$ cat config.mk
export PLATFORM = sky130hd
export DESIGN_NAME = ir_queue
export DESIGN_NICKNAME = d
export VERILOG_FILES = /design/src/rtl/ir_pkg.sv /design/src/rtl/ir_fifo_ram.sv /design/src/rtl/ir_queue.sv
export SDC_FILE = /design/constraint.sdc
export NUM_CORES = 1
export LEC_CHECK = 0
export ABC_AREA = 1
export CAP_MARGIN = 20
export CORE_MARGIN = 1.5
export CORE_UTILIZATION = 42
export CTS_BUF_LIST = sky130_fd_sc_hd__clkbuf_16
export DETAILED_ROUTE_END_ITERATION = 8
export PLACE_DENSITY = 0.75
export SETUP_SLACK_MARGIN = 0.4
export SKIP_CTS_REPAIR_TIMING = 1
export SYNTH_ARGS = -nofsm -noshare
export SYNTH_HDL_FRONTEND = slang
export SYNTH_HIERARCHICAL = 1
export SYNTH_SLANG_ARGS = --single-unit
$ cat constraint.sdc
create_clock -name Clk -period 2.2 [get_ports Clk]
set_input_delay 0.22 -clock Clk [delete_from_list [all_inputs] [get_ports Clk]]
set_output_delay 0.22 -clock Clk [all_outputs]
set_load 0.01 [all_outputs]
$ cat src/rtl/ir_pkg.sv
// Shared constants and helpers for the instruction register / prefetch queue.
package ir_pkg;

    // Default geometry of the instruction register queue.
    localparam int IR_WIDTH = 16;
    localparam int IR_DEPTH = 4;
    localparam int IR_OPW   = 4;

    // Field positions inside a default-width instruction word, for later decode.
    localparam int IR_RA_MSB  = 11;
    localparam int IR_RA_LSB  = 8;
    localparam int IR_RB_MSB  = 7;
    localparam int IR_RB_LSB  = 4;
    localparam int IR_IMM_MSB = 7;
    localparam int IR_IMM_LSB = 0;

    // Opcode of a default-width instruction word: the top IR_OPW bits.
    function automatic logic [IR_OPW-1:0] ir_opcode(input logic [IR_WIDTH-1:0] inst);
        return inst[IR_WIDTH-1 -: IR_OPW];
    endfunction

endpackage

$ cat src/rtl/ir_fifo_ram.sv
// Queue storage: DEPTH x WIDTH array, synchronous write, asynchronous read, no reset.
module ir_fifo_ram
    import ir_pkg::*;
#(
    parameter int WIDTH = IR_WIDTH,
    parameter int DEPTH = IR_DEPTH
) (
    input  logic                     clk_i,
    input  logic                     we_i,
    input  logic [$clog2(DEPTH)-1:0] waddr_i,
    input  logic [WIDTH-1:0]         wdata_i,
    input  logic [$clog2(DEPTH)-1:0] raddr_i,
    output logic [WIDTH-1:0]         rdata_o
);

    logic [WIDTH-1:0] mem_q [DEPTH];

    // Write port: contents are don't-care after reset, so no reset branch.
    always_ff @(posedge clk_i) begin
        if (we_i) begin
            mem_q[waddr_i] <= wdata_i;
        end
    end

    assign rdata_o = mem_q[raddr_i];

endmodule

$ cat src/rtl/ir_queue.sv
// Instruction register fronted by a DEPTH-entry prefetch queue.
// The RAM holds every queued word (head included); IRout is a registered copy
// of the head so the state machine sees a stable word for the whole cycle.
module ir_queue
    import ir_pkg::*;
#(
    parameter int WIDTH = IR_WIDTH,
    parameter int DEPTH = IR_DEPTH,
    parameter int OPW   = IR_OPW
) (
    input  logic                       Clk,
    input  logic                       Reset_n,
    input  logic [WIDTH-1:0]           Inst,
    input  logic                       InstValid,
    output logic                       InstReady,
    input  logic                       Id,
    input  logic                       Flush,
    output logic [WIDTH-1:0]           IRout,
    output logic                       IRValid,
    output logic [OPW-1:0]             Opcode,
    output logic [$clog2(DEPTH+1)-1:0] Count
);

    localparam int PW = $clog2(DEPTH);
    localparam int CW = $clog2(DEPTH + 1);

    localparam logic [PW-1:0] PTR_ONE = PW'(1);
    localparam logic [CW-1:0] CNT_ONE = CW'(1);
    localparam logic [CW-1:0] CNT_MAX = CW'(DEPTH);

    logic [PW-1:0]    wptr_q, wptr_d;
    logic [PW-1:0]    rptr_q, rptr_d;
    logic [CW-1:0]    count_q, count_d;
    logic [WIDTH-1:0] irout_q, irout_d;
    logic             irvalid_q, irvalid_d;

    logic             push, pop;
    logic             ram_we;
    logic [PW-1:0]    next_addr;
    logic [WIDTH-1:0] next_word;

    // Ready depends only on the registered count, never on Id.
    assign InstReady = (count_q < CNT_MAX);
    assign push      = InstValid & InstReady;
    assign pop       = Id & irvalid_q;

    // The entry behind the head is what moves into IRout on a pop.
    assign next_addr = rptr_q + PTR_ONE;

    ir_fifo_ram #(
        .WIDTH (WIDTH),
        .DEPTH (DEPTH)
    ) u_ram (
        .clk_i   (Clk),
        .we_i    (ram_we),
        .waddr_i (wptr_q),
        .wdata_i (Inst),
        .raddr_i (next_addr),
        .rdata_o (next_word)
    );

    // Next-state: flush wins, otherwise apply push/pop with bypass into IRout.
    always_comb begin
        wptr_d    = wptr_q;
        rptr_d    = rptr_q;
        count_d   = count_q;
        irout_d   = irout_q;
        irvalid_d = irvalid_q;
        ram_we    = 1'b0;

        if (Flush) begin
            wptr_d    = '0;
            rptr_d    = '0;
            count_d   = '0;
            irvalid_d = 1'b0;
        end else begin
            if (push) begin
                ram_we = 1'b1;
                wptr_d = wptr_q + PTR_ONE;
            end
            if (pop) begin
                rptr_d = rptr_q + PTR_ONE;
            end
            case ({push, pop})
                2'b10: begin
                    count_d = count_q + CNT_ONE;
                    if (count_q == '0) begin
                        irout_d   = Inst;
                        irvalid_d = 1'b1;
                    end
                end
                2'b01: begin
                    count_d = count_q - CNT_ONE;
                    if (count_q == CNT_ONE) begin
                        irvalid_d = 1'b0;
                    end else begin
                        irout_d = next_word;
                    end
                end
                2'b11: begin
                    // Single entry: the incoming word becomes the head directly.
                    if (count_q == CNT_ONE) begin
                        irout_d = Inst;
                    end else begin
                        irout_d = next_word;
                    end
                end
                default: ;
            endcase
        end
    end

    // State registers, cleared asynchronously.
    always_ff @(posedge Clk or negedge Reset_n) begin
        if (!Reset_n) begin
            wptr_q    <= '0;
            rptr_q    <= '0;
            count_q   <= '0;
            irout_q   <= '0;
            irvalid_q <= 1'b0;
        end else begin
            wptr_q    <= wptr_d;
            rptr_q    <= rptr_d;
            count_q   <= count_d;
            irout_q   <= irout_d;
            irvalid_q <= irvalid_d;
        end
    end

    assign IRout   = irout_q;
    assign IRValid = irvalid_q;
    assign Count   = count_q;
    assign Opcode  = irout_q[WIDTH-1 -: OPW];

endmodule

==> reports/qor.csv <==
stage;metric;value;unit
synthesis;count of different cell masters after synthesis;26;
sta;Finish-stage setup viols;0;
floorplan;io pins;46;
critical_path;flop-to-flop setup slack;0.64;ns
drt;DR vias/cell;4.66;
cells_and_area;Syn-to-layout area delta;18.6;%
placement;port bufs;45;
drt;Post-DRT Antenna Nets;0;
global_routing;Total GRT Usage;17.4;%
drt;drt initial violations;159;
critical_path;Worst path max stage delay;0.54;ns
pwr;peak supply drop;619;µV
sta;crit share post-route;76.6;%
synthesis;Synth area leaders;edfxtp_1 (45%), nand2_1 (16%), dfrtp_1 (14%), inv_1 (6.9%), nand3_1 (6.2%);
hold_path;hold crit path type;in2async;
global_routing;vias in the first global route;3121;
clock_network;Sink Count;88;
synthesis;Synth Area per Inst;9.28;µm²
clock_network;CTS tree;built;
global_routing;first-pass GRT wire length;14800;µm
clock_network;clk root buf;clkbuf_16;
clock_network;clock tree buffer depth;2;
critical_path;CP endpoint kind;primary output;
sta;TNS Setup;0;ns
placement;DP Wirelength;5590;µm
synthesis;syn nets;485;
global_routing;met2 GRT Util;29.8;%
synthesis;ys flop type;edfxtp_1;
global_routing;M1 GR Usage;21.0;%
sta;Final Max Slew Viols;0;
global_routing;initial antenna violation count;0;
drt;WL final;8770;µm
critical_path;Setup CP Type;reg2out;
sta;Max Clk Rate;593;MHz
floorplan;Vert. Die Dim;104;µm
floorplan;die width;104;µm
cells_and_area;nets;530;
synthesis;area fraction of the dominant cell type after synthesis;45.0;%
synthesis;Mapped Cells;460;
sta;final hold violation count;0;
critical_path;CP required;1.98;ns
global_routing;final global-route overflow total;0;
synthesis;Seq/Total Area, Yosys;59.1;%
synthesis;Yosys reg bits;88;
placement;placed insts;626;
synthesis;Post-Synthesis Cell Area;0.00427;mm²
clock_network;Clock transition at path regs;0.06;ns
clock_network;H-Tree Depth;3;
clock_network;CTS Buf Count;9;
floorplan;DIE AREA;0.0108;mm²
synthesis;most numerous cell in the Yosys netlist;nand2_1;
floorplan;Initial Utilization;43.5;%
critical_path;CP cell instances;inv_4, clkdlybuf4s50_1;
clock_network;clock latency at the later pin of the worst-skew pair;0.34;ns
cells_and_area;n_diodes;0;
floorplan;Core Rows;36;
critical_path;Critical Path Start Type;register;
cells_and_area;layout cells sized above 1;9.02;%
synthesis;synth warn;6;
sta;Slew headroom;76.7;%
synthesis;post-synth top area cell;edfxtp_1;
synthesis;post-synthesis async set-or-reset flop share;27.3;%
critical_path;CP arrival;1.47;ns
sta;RSZ-0062 raised after global routing;no;
drt;drt wl/cell;13.6;µm
floorplan;core area;0.00982;mm²
global_routing;gr busiest metal;met2;
cells_and_area;fillers;904;
sta;worst slew pin tran;0.350;ns
global_routing;met3 Use GR;4.03;%
job;max cap viols;0;
cells_and_area;Non-Filler Instances;643;
global_routing;largest net degree at the start of global routing;33;
sta;fin crit period;1.69;ns
synthesis;number of enable flip-flop cells after synthesis;64;
sta;worst-case clock skew;0.00512;ns
synthesis;Post-synth top cells;nand2_1 (179), inv_1 (79), edfxtp_1 (64), nand3_1 (53), dfrtp_1 (24);
placement;Final Wtd Congestion;0.864;
outcome;status;complete, no violations;
pwr;total power;0.00569;W
critical_path;CP max-delay cell;clkdlybuf4s50_1;
drt;# DRC;0;
pwr;pwr/cell area;1120;mW/mm²
drt;drt pass-1 iters;4;
critical_path;Critical Path Start;Count[2];
drt;total vias in the final route;2999;
critical_path;crit path max fanout;7;
critical_path;RR Startpoint;rptr_q[0];
pwr;static leakage;2.39;nW
layout make-up:
class | instances | area, µm² | share of cell area [%]
sequential | 88 | 2520 | 49.8
tap | 133 | 166 | 3.28
multi-input combinational | 267 | 1260 | 24.8
clock buffer | 9 | 225 | 4.45
inverter | 84 | 320 | 6.32
timing repair buffer | 55 | 538 | 10.6
clock inverter | 7 | 33.8 | 0.667
metal layers:
metal	part of all wire, %	wire [µm]	vias up
met1	43	3760	1379
met2	49	4320	93
met4	1.8	159	0
met5	0	0	-
li1	-	-	1515
met3	6.1	532	12
cells by family (layout without fill, tap and decap cells):
family | Yosys count | in the layout | share of synthesized area (%)
compound gates | 11 | 11 | 1.85
xor+xnor | 1 | 1 | 0.205
fa+ha+maj | 4 | 4 | 1.17
buf+inv | 105 | 155 | 11.9
flops | 88 | 88 | 59.1
simple gates | 251 | 251 | 25.8
path summary, 6_finish.rpt:
kind / to / depth (start not counted)
max in group asynchronous: Count[2] / 2
min in group Clk: IRout[11] / 2
max reg2reg: IRout[5] / 9
min reg2reg: IRout[11] / 2
max: InstReady / 2
min: Count[1] / 2
worst max-delay path: cells and delay by family, from the launching register on:
kind,cells,cell delay (ns)
flops,1,0.48
buf+inv,2,0.65
state kept, by name, indices dropped and copies added (netlist names):
name         count
IRValid          1
IRout           16
rptr_q           2
wptr_q           2
Count            3
u_ram/mem_q     64
power by group:
group / switching [W] / total (W) / leakage (nW) / internal (W)
logic: 0.00126 / 0.00215 / 1.37 / 0.000894
clock network: 0.000586 / 0.00133 / 0.139 / 0.000745
registers: 0.000162 / 0.00221 / 0.884 / 0.00205
total: 0.00200 / 0.00569 / 2.39 / 0.00369
placed cells by master, fill, tap and decap left out:
cell / instances
nand2_1: 179
inv_1: 82
edfxtp_1: 64
nand3_1: 53
clkdlybuf4s50_1: 45
dfrtp_1: 23
clkbuf_16: 9
buf_4: 9
o21ai_0: 5
ha_1: 4
nor3_2: 4
inv_2: 3
nor2_4: 3
a21oi_1: 3
nand2_4: 3
clkinv_2: 3
inv_4: 2
nand2_2: 2
nor2_1: 2
o21ai_4: 2
nand4_1: 2
dfrtp_2: 1
xnor2_1: 1
nand3_4: 1
o22ai_1: 1
nor2_2: 1
nor2_8: 1
clkinvlp_4: 1
buf_12: 1
through the flow:
step	hold WS [ns]	utilization (%)	worst slack (ns)	cell area, µm²
final	0.256	51.6	0.515	5070
after global routing	0.282	51.6	0.423	5070
after CTS	0.250	51.4	0.428	5040
after detailed placement	0.465	48.7	0.316	4790
after global placement	0.463	48.7	0.358	4790
after floorplan	-0.0756	-	0.293	4290
No activity file was read; power rests on OpenSTA's default activity.
